## src/rtl/proc_pkg.sv

```systemverilog
// Shared types and constants for the 16-bit processor control unit:
// opcodes, FSM state encoding, ALU selects and instruction field positions.
package proc_pkg;

  localparam int unsigned INSTR_WIDTH     = 16;
  localparam int unsigned OPC_WIDTH       = 4;
  localparam int unsigned REG_ADDR_WIDTH  = 4;
  localparam int unsigned DMEM_ADDR_WIDTH = 8;
  localparam int unsigned ALU_SEL_WIDTH   = 3;
  localparam int unsigned STATE_WIDTH     = 4;

  // Instruction field bit ranges
  localparam int unsigned OPC_MSB   = 15;
  localparam int unsigned OPC_LSB   = 12;
  localparam int unsigned DADDR_MSB = 11;
  localparam int unsigned DADDR_LSB = 4;
  localparam int unsigned RA_MSB    = 11;
  localparam int unsigned RA_LSB    = 8;
  localparam int unsigned RB_MSB    = 7;
  localparam int unsigned RB_LSB    = 4;
  localparam int unsigned RD_MSB    = 3;
  localparam int unsigned RD_LSB    = 0;

  typedef enum logic [OPC_WIDTH-1:0] {
    OP_NOOP  = 4'd0,
    OP_STORE = 4'd1,
    OP_LOAD  = 4'd2,
    OP_ADD   = 4'd3,
    OP_SUB   = 4'd4,
    OP_HALT  = 4'd5
  } opcode_e;

  typedef enum logic [STATE_WIDTH-1:0] {
    S_INIT   = 4'd0,
    S_FETCH  = 4'd1,
    S_DECODE = 4'd2,
    S_LOAD_A = 4'd3,
    S_LOAD_B = 4'd4,
    S_STORE  = 4'd5,
    S_ADD    = 4'd6,
    S_SUB    = 4'd7,
    S_HALT   = 4'd8,
    S_NOOP   = 4'd9
  } state_e;

  localparam logic [ALU_SEL_WIDTH-1:0] ALU_PASS_A = 3'd0;
  localparam logic [ALU_SEL_WIDTH-1:0] ALU_ADD    = 3'd1;
  localparam logic [ALU_SEL_WIDTH-1:0] ALU_SUB    = 3'd2;

  // Datapath control bundle driven each cycle by the FSM
  typedef struct packed {
    logic [DMEM_ADDR_WIDTH-1:0] d_addr;
    logic                       d_wr;
    logic                       rf_s;
    logic [REG_ADDR_WIDTH-1:0]  rf_w_addr;
    logic                       rf_w_en;
    logic [REG_ADDR_WIDTH-1:0]  rf_ra_addr;
    logic [REG_ADDR_WIDTH-1:0]  rf_rb_addr;
    logic [ALU_SEL_WIDTH-1:0]   alu_s;
  } ctrl_t;

  function automatic logic [OPC_WIDTH-1:0] opcode_of(input logic [INSTR_WIDTH-1:0] instr);
    return instr[OPC_MSB:OPC_LSB];
  endfunction

  function automatic logic [DMEM_ADDR_WIDTH-1:0] daddr_of(input logic [INSTR_WIDTH-1:0] instr);
    return instr[DADDR_MSB:DADDR_LSB];
  endfunction

  function automatic logic [REG_ADDR_WIDTH-1:0] ra_of(input logic [INSTR_WIDTH-1:0] instr);
    return instr[RA_MSB:RA_LSB];
  endfunction

  function automatic logic [REG_ADDR_WIDTH-1:0] rb_of(input logic [INSTR_WIDTH-1:0] instr);
    return instr[RB_MSB:RB_LSB];
  endfunction

  function automatic logic [REG_ADDR_WIDTH-1:0] rd_of(input logic [INSTR_WIDTH-1:0] instr);
    return instr[RD_MSB:RD_LSB];
  endfunction

endpackage

```

## src/rtl/program_counter.sv

```systemverilog
// Instruction-address counter: synchronous clear and increment, wraps
// modulo 2^PC_WIDTH.
module program_counter #(
  parameter int unsigned PC_WIDTH = 7
) (
  input  logic                Clk,
  input  logic                ResetN,
  input  logic                Clr,
  input  logic                Inc,
  output logic [PC_WIDTH-1:0] Count
);

  // Clear has priority over increment; overflow wraps silently
  always_ff @(posedge Clk or negedge ResetN) begin
    if (!ResetN) begin
      Count <= '0;
    end else if (Clr) begin
      Count <= '0;
    end else if (Inc) begin
      Count <= Count + PC_WIDTH'(1);
    end
  end

endmodule

```

## src/rtl/proc_control_unit.sv

```systemverilog
// Control unit: fetches from a registered instruction ROM, decodes and
// sequences the datapath through a Moore FSM with PC and IR.
module proc_control_unit
  import proc_pkg::*;
#(
  parameter int unsigned PC_WIDTH = 7
) (
  input  logic                       Clk,
  input  logic                       ResetN,
  input  logic [INSTR_WIDTH-1:0]     IR_Data,
  output logic [PC_WIDTH-1:0]        PC_Addr,
  output logic                       PC_Rd,
  output logic [DMEM_ADDR_WIDTH-1:0] D_Addr,
  output logic                       D_wr,
  output logic                       RF_s,
  output logic [REG_ADDR_WIDTH-1:0]  RF_W_addr,
  output logic                       RF_W_en,
  output logic [REG_ADDR_WIDTH-1:0]  RF_Ra_addr,
  output logic [REG_ADDR_WIDTH-1:0]  RF_Rb_addr,
  output logic [ALU_SEL_WIDTH-1:0]   Alu_s0,
  output logic [INSTR_WIDTH-1:0]     IR_Out,
  output logic [STATE_WIDTH-1:0]     State_Out,
  output logic                       Halted
);

  state_e                 state;
  state_e                 state_nxt;
  logic [INSTR_WIDTH-1:0] ir;
  logic [PC_WIDTH-1:0]    pc;
  logic                   pc_clr;
  logic                   pc_inc;
  logic                   pc_rd;
  ctrl_t                  ctrl;

  program_counter #(
    .PC_WIDTH (PC_WIDTH)
  ) u_pc (
    .Clk    (Clk),
    .ResetN (ResetN),
    .Clr    (pc_clr),
    .Inc    (pc_inc),
    .Count  (pc)
  );

  always_ff @(posedge Clk or negedge ResetN) begin
    if (!ResetN) begin
      state <= S_INIT;
    end else begin
      state <= state_nxt;
    end
  end

  // IR captures the ROM word at the end of DECODE and holds otherwise
  always_ff @(posedge Clk or negedge ResetN) begin
    if (!ResetN) begin
      ir <= '0;
    end else if (state == S_DECODE) begin
      ir <= IR_Data;
    end
  end

  // Next state and Moore controls; only DECODE's branch looks at IR_Data
  always_comb begin
    state_nxt = state;
    ctrl      = '0;
    pc_clr    = 1'b0;
    pc_inc    = 1'b0;
    pc_rd     = 1'b0;
    case (state)
      S_INIT: begin
        pc_clr    = 1'b1;
        state_nxt = S_FETCH;
      end
      S_FETCH: begin
        pc_rd     = 1'b1;
        state_nxt = S_DECODE;
      end
      S_DECODE: begin
        pc_inc = 1'b1;
        case (opcode_of(IR_Data))
          OP_STORE: state_nxt = S_STORE;
          OP_LOAD:  state_nxt = S_LOAD_A;
          OP_ADD:   state_nxt = S_ADD;
          OP_SUB:   state_nxt = S_SUB;
          OP_HALT:  state_nxt = S_HALT;
          default:  state_nxt = S_NOOP;
        endcase
      end
      S_NOOP: begin
        state_nxt = S_FETCH;
      end
      S_LOAD_A: begin
        ctrl.d_addr = daddr_of(ir);
        state_nxt   = S_LOAD_B;
      end
      S_LOAD_B: begin
        ctrl.d_addr    = daddr_of(ir);
        ctrl.rf_s      = 1'b1;
        ctrl.rf_w_addr = rd_of(ir);
        ctrl.rf_w_en   = 1'b1;
        state_nxt      = S_FETCH;
      end
      S_STORE: begin
        ctrl.d_addr     = daddr_of(ir);
        ctrl.rf_ra_addr = rd_of(ir);
        ctrl.d_wr       = 1'b1;
        state_nxt       = S_FETCH;
      end
      S_ADD, S_SUB: begin
        ctrl.rf_ra_addr = ra_of(ir);
        ctrl.rf_rb_addr = rb_of(ir);
        ctrl.rf_w_addr  = rd_of(ir);
        ctrl.rf_w_en    = 1'b1;
        ctrl.rf_s       = 1'b0;
        ctrl.alu_s      = (state == S_ADD) ? ALU_ADD : ALU_SUB;
        state_nxt       = S_FETCH;
      end
      S_HALT: begin
        state_nxt = S_HALT;
      end
      default: begin
        state_nxt = S_INIT;
      end
    endcase
  end

  assign PC_Addr    = pc;
  assign PC_Rd      = pc_rd;
  assign D_Addr     = ctrl.d_addr;
  assign D_wr       = ctrl.d_wr;
  assign RF_s       = ctrl.rf_s;
  assign RF_W_addr  = ctrl.rf_w_addr;
  assign RF_W_en    = ctrl.rf_w_en;
  assign RF_Ra_addr = ctrl.rf_ra_addr;
  assign RF_Rb_addr = ctrl.rf_rb_addr;
  assign Alu_s0     = ctrl.alu_s;
  assign IR_Out     = ir;
  assign State_Out  = STATE_WIDTH'(state);
  assign Halted     = (state == S_HALT);

  // A memory store and a register write never coincide
  a_no_dual_write: assert property (@(posedge Clk) disable iff (!ResetN) !(D_wr && RF_W_en));

endmodule
```

## config.mk

```make
export PLATFORM = sky130hd
export DESIGN_NAME = proc_control_unit
export DESIGN_NICKNAME = d
export VERILOG_FILES = /design/src/rtl/proc_pkg.sv /design/src/rtl/program_counter.sv /design/src/rtl/proc_control_unit.sv
export SDC_FILE = /design/constraint.sdc
export NUM_CORES = 1
export LEC_CHECK = 0
export ABC_AREA = 1
export CORE_MARGIN = 1
export CORE_UTILIZATION = 35
export CTS_BUF_LIST = sky130_fd_sc_hd__clkbuf_16
export DETAILED_ROUTE_END_ITERATION = 6
export PLACE_DENSITY = 0.79
export SYNTH_ARGS = -nofsm -noshare
export SYNTH_HDL_FRONTEND = slang
export SYNTH_HIERARCHICAL = 1
export SYNTH_SLANG_ARGS = --single-unit
```

## constraint.sdc

```tcl
create_clock -name Clk -period 2.41 [get_ports Clk]
set_input_delay 0.482 -clock Clk [delete_from_list [all_inputs] [get_ports Clk]]
set_output_delay 0.482 -clock Clk [all_outputs]
set_load 0.05 [all_outputs]
```

Word level (Yosys, flattened, before mapping)
Cells that the tools add are included.
Storage, ports and cells
  flip-flop bits (word level): 27
Cells by class
  equal/unequal tests: 14
  reduce and logical (&&, ||, !) cells: 5
  multiplexer cells: 13
  add/sub/neg operators: 1
Operator list (number)
  $pmux W4 S5: 2
  $eq A4 B3 Y1 const B: 6
  $mux W7: 3
  $eq A4 B2 Y1 const B: 4
  $pmux W6 S2: 1
  $eq A4 B1 Y1 const B: 2
  $eq A4 B4 Y1 const B: 2
  $mux W8: 1
  $pmux W4 S2: 1
  $add A7 B1 Y7 const B: 1
  $reduce_or A6 Y1: 1
  $logic_not A4 Y1: 1
  $mux W1: 4
  $reduce_or A3 Y1: 1
  $mux W2: 1
  $reduce_bool A2 Y1: 1
  $reduce_or A2 Y1: 1

Longest topological paths before layout
  word-level depth: 4
  mapped depth: 11
  depth with buffers taken out: 9

Modules after synthesis
Netlist, hierarchy kept.
Modules (own cells, without submodules)
  proc_control_unit: sequential area each 500.5 um^2, area an instance 1084.8 um^2, cells each 146, instances 1
  program_counter: sequential area each 175.2 um^2, area an instance 370.4 um^2, cells each 45, instances 1

Worst setup path after synthesis
OpenSTA, ideal clock, no wires.
  path type: reg-to-output
  from: reg state[2] (netlist: State_Out[2])
  to: out Alu_s0[1]
  setup slack: -0.096 ns
  stages on the path, launching flop included: 5
  arrival time: 2.024 ns
  path buffers: 0
  data required time: 1.928 ns
  cell sequence: dfrtp_1 > inv_2 > nor2_4 > inv_2 > nor3_1
On the way
  word-level cells in the longest chain between the ends: 3
  elaborated cells between the ends (all ways): 5
  classes of those cells: eq/ne: 2; mux: 2; reduce/logical: 1
RTL lines
  start, declared: RTL line proc_control_unit.sv:26  | state_e state;
  start signal, assigned: RTL line proc_control_unit.sv:49  | state <= state_nxt;
  $eq A4 B3 Y1, on equally long branches: RTL line proc_control_unit.sv:69, proc_control_unit.sv:115
  $mux W2 / $reduce_or A2 Y1 (equally long branches)
  $mux W7 (*): RTL line proc_control_unit.sv:69  | case (state)
  end, declared: RTL line proc_control_unit.sv:20  | output logic [ALU_SEL_WIDTH-1:0] Alu_s0,
Every way passes the cells marked *; elsewhere a longest branch is shown, timed or not.

Final worst setup path
  from: reg state[3] (netlist: State_Out[3])
  to: out D_Addr[1]
On the way
  word-level cells in the longest chain between the ends: 3
  elaborated cells between the ends (all ways): 5
  classes of those cells: eq/ne: 3; mux: 1; reduce/logical: 1
RTL lines
  $eq A4 B3 Y1 / $eq A4 B2 Y1 (equally long branches): RTL line proc_control_unit.sv:69
  $reduce_or A3 Y1 (no line) (*)
  $mux W8 (*): RTL line proc_control_unit.sv:69
  end, declared: RTL line proc_control_unit.sv:13  | output logic [DMEM_ADDR_WIDTH-1:0] D_Addr,
Marked as above.

==> results by group <==
Clocking
  • # resized after CTS: 0
  • CTS root buf: clkbuf_16
  • H-Tree Depth: 1
  • Latest clock arrival within the worst-skew pair: 0.26 ns
  • Hold buffer count at cts: 0
  • Postcts setup bufs: 0
  • TritonCTS clock tree: done
  • CTS Buffer Depth: 2
  • Clock Pin Slew Worst Setup and Hold Paths: 0.07 ns
  • TritonCTS Buffers: 3
  • Clock Sink Count: 27

Power and ir drop
  • Pwr per Cell Area: 1570 nW/um2
  • Net Sw Frac: 54.9%
  • Cell internal pwr: 1670 uW
  • Combinational Power Share: 68.9%
  • Maximum VDD drop: 0.000898 V
  • Clock share of power: 10.1%
  • Sw Pwr: 2030 uW
  • P_leak: 0.00111 uW
  • Sequential power share: 21.0%

Setup path
  • Critical path arrival: 1.70 ns
  • CP max stage cell: dfrtp_1
  • CP startpoint kind: flop
  • Crit path max fanout: 8
  • Critical path endpoint category: output pin
  • Worst path cell trace: nor2_2 > nand3_1 > o21ai_1 > inv_2 > nor2_1 > buf_12
  • CP max stage delay: 0.45 ns
  • Setup Crit Path Kind: reg2out
  • WP data required: 1.93 ns

STA
  • Final setup fails: 0
  • Final Cycle Share: 90.5%
  • Slew headroom: 64.7%
  • Final min period: 2.18 ns
  • Clk_skew: 0.00223 ns
  • Final setup margin: 0.229 ns
  • Slew @ Worst Pin: 0.529 ns
  • Fmax achieved: 458 MHz
  • RSZ-0062 raised after global routing: false
  • Final Hold Fails: 0
  • Slew Viols, Final: 0
  • Setup total negative slack: 0 ns
  • WHS: 0.491 ns

Floorplanning
  • Die ar.: 4420 um2
  • Die Span X: 66.5 um
  • Die span in y: 66.5 um
  • IO Pins: 73
  • Core area: 4000 um2
  • Row count: 23
  • Starting Density: 36.4%

Status
  • Status: completed

Logic synthesis
  • Synthesized area: 1460 um2
  • Flops & latches, synth: 27
  • Synth Net Count: 210
  • Cells after Synth: 191
  • Synth area leader: dfrtp_1
  • Asr flop ratio synth: 100%
  • Most common cell in the netlist: nand2_1
  • Ranking of synthesized cells by area: dfrtp_1 (46%), nand2_1 (10%), nor2_1 (7.5%), inv_1 (6.4%), nand3_1 (5.5%)
  • Unique masters post-synth: 20
  • Post-synth EDFFs: 0
  • Syn_area_per_cell: 7.62 um2
  • Fraction of the yosys area taken by sequential cells: 46.4%
  • Top cell type's share of synthesized area: 46.4%
  • Synth cell count leaders: nand2_1 (39), nor2_1 (29), dfrtp_1 (27)
  • Synth warn: 6
  • Synth Flop Type: dfrtp_1

Global route
  • Number of global-route vias before repair: 1354
  • Initial antenna violation count: 0
  • Global Route Usage Sum: 18.2%
  • Largest net degree at the start of global routing: 37
  • First-pass GRT wire length: 6.09 mm
  • Grt total ovfl: 0

Placed design
  • IO Port Bufs: 71
  • Post-DP Area: 2270 um2
  • Gpl congestion: 0.782
  • DP Worst Slack: 0.506 ns
  • Final HPWL DP: 2.98 mm

Routing
  • Pre-Repair DR Iteration Count: 4
  • Vias: 1458
  • Vias/cell: 4.67
  • Post-route ant nets: 0
  • DR iter-0 viols: 68
  • WL/cell: 12.3 um
  • WL final: 3.84 mm
  • # DRC: 0

Job
  • Max-Cap Viols: 0

Layout
  • Share of cells above drive strength 1: 19.5%
  • Design Area, Final: 2350 um2
  • P&R area growth vs syn: 61.8%
  • Ant diodes: 0
  • Final net count: 282

Hold path
  • Worst hold path type: reg2reg
state kept, by name, summed over array words and instances, names as in the netlist:
register / count
State_Out: 4
IR_Out: 16
u_pc/Count: 7
routing by layer:
layer / GRT usage [%] / vias to the layer above / wire length [um]
met2: 33.3 / 54 / 1920
li1: - / 735 / -
met3: 3.77 / 2 / 228
met1: 21.6 / 667 / 1670
met4: 4.26 / 0 / 20
met5: 0 / - / 0
cells by family (layout without fill, tap and decap cells):
kind of cell	after synthesis	in the layout	share of synthesized area, %
other	1	1	0.258
adders and majority gates	1	1	0.860
DFF	27	27	46.4
and+or+nand+nor	97	97	30.7
buffers and inverters	37	108	11.8
AOI/OAI and AO/OA	28	28	9.97
cell usage in the layout, fill, tap and decap left out:
cell              n
nand2_1          39
nor2_1           29
buf_4            16
nand3_2           2
conb_1            1
nor2_2            4
nor3_2            1
inv_2             6
inv_1            25
clkdlybuf4s50_1  44
a21oi_1           5
clkinv_2          1
nor3_1            1
ha_1              1
inv_4             1
dfrtp_1          27
o22ai_1           4
nand3_1          16
o21ai_0          13
buf_12           12
nor2_4            4
nand2_4           1
clkbuf_16         3
o21ai_1           6
per-stage QoR:
stage / cells / util [%] / power (uW)
2_1_floorplan: 191 / - / 2480
3_3_place_gp: 308 / 56.9 / 3310
3_5_place_dp: 308 / 56.9 / 3350
4_1_cts: 312 / 58.9 / 3730
5_1_grt: 312 / 58.9 / 3910
6_report: 312 / 58.9 / 3700
power by group through the flow:
stage / Combinational [uW] / Clock [uW] / Sequential [uW]
detailed placement: 2560 / 0 / 785
global route: 2710 / 404 / 793
floorplan: 1100 / 0 / 1380
finish: 2550 / 374 / 778
CTS: 2560 / 385 / 779
global placement: 2530 / 0 / 775
final timing paths:
path / startpoint / end / slack (ns) / cells past startpoint
setup / recovery: State_Out[3]$_DFF_PN0_ / D_Addr[1] / 0.23 / 6
hold / removal: IR_Out[14]$_DFFE_PN0P_ / IR_Out[14]$_DFFE_PN0P_ / 0.49 / 2
setup reg to reg: State_Out[1]$_DFF_PN0_ / u_pc/Count[0]$_DFFE_PN0P_ / 0.76 / 6
hold reg to reg: IR_Out[14]$_DFFE_PN0P_ / IR_Out[14]$_DFFE_PN0P_ / 0.49 / 2
max in group asynchronous: ResetN / IR_Out[7]$_DFFE_PN0P_ / 1.55 / 2
min in group asynchronous: ResetN / IR_Out[6]$_DFFE_PN0P_ / 0.60 / 2
worst max-delay path, delay by kind of cell (launching register included):
family          cells  cell delay [ns]
flops               1             0.45
compound gates      1             0.13
buf+inv             2             0.29
simple gates        3             0.57
final cells by class:
type	instances	area (um2)
inverter	32	123
fill	357	1650
multi-input combinational	127	613
tap	50	62.6
clock inverter	1	5.00
timing repair buffer	72	801
clock buffer	3	75.1
sequential	27	676
Power figures use the tool's default switching activity.
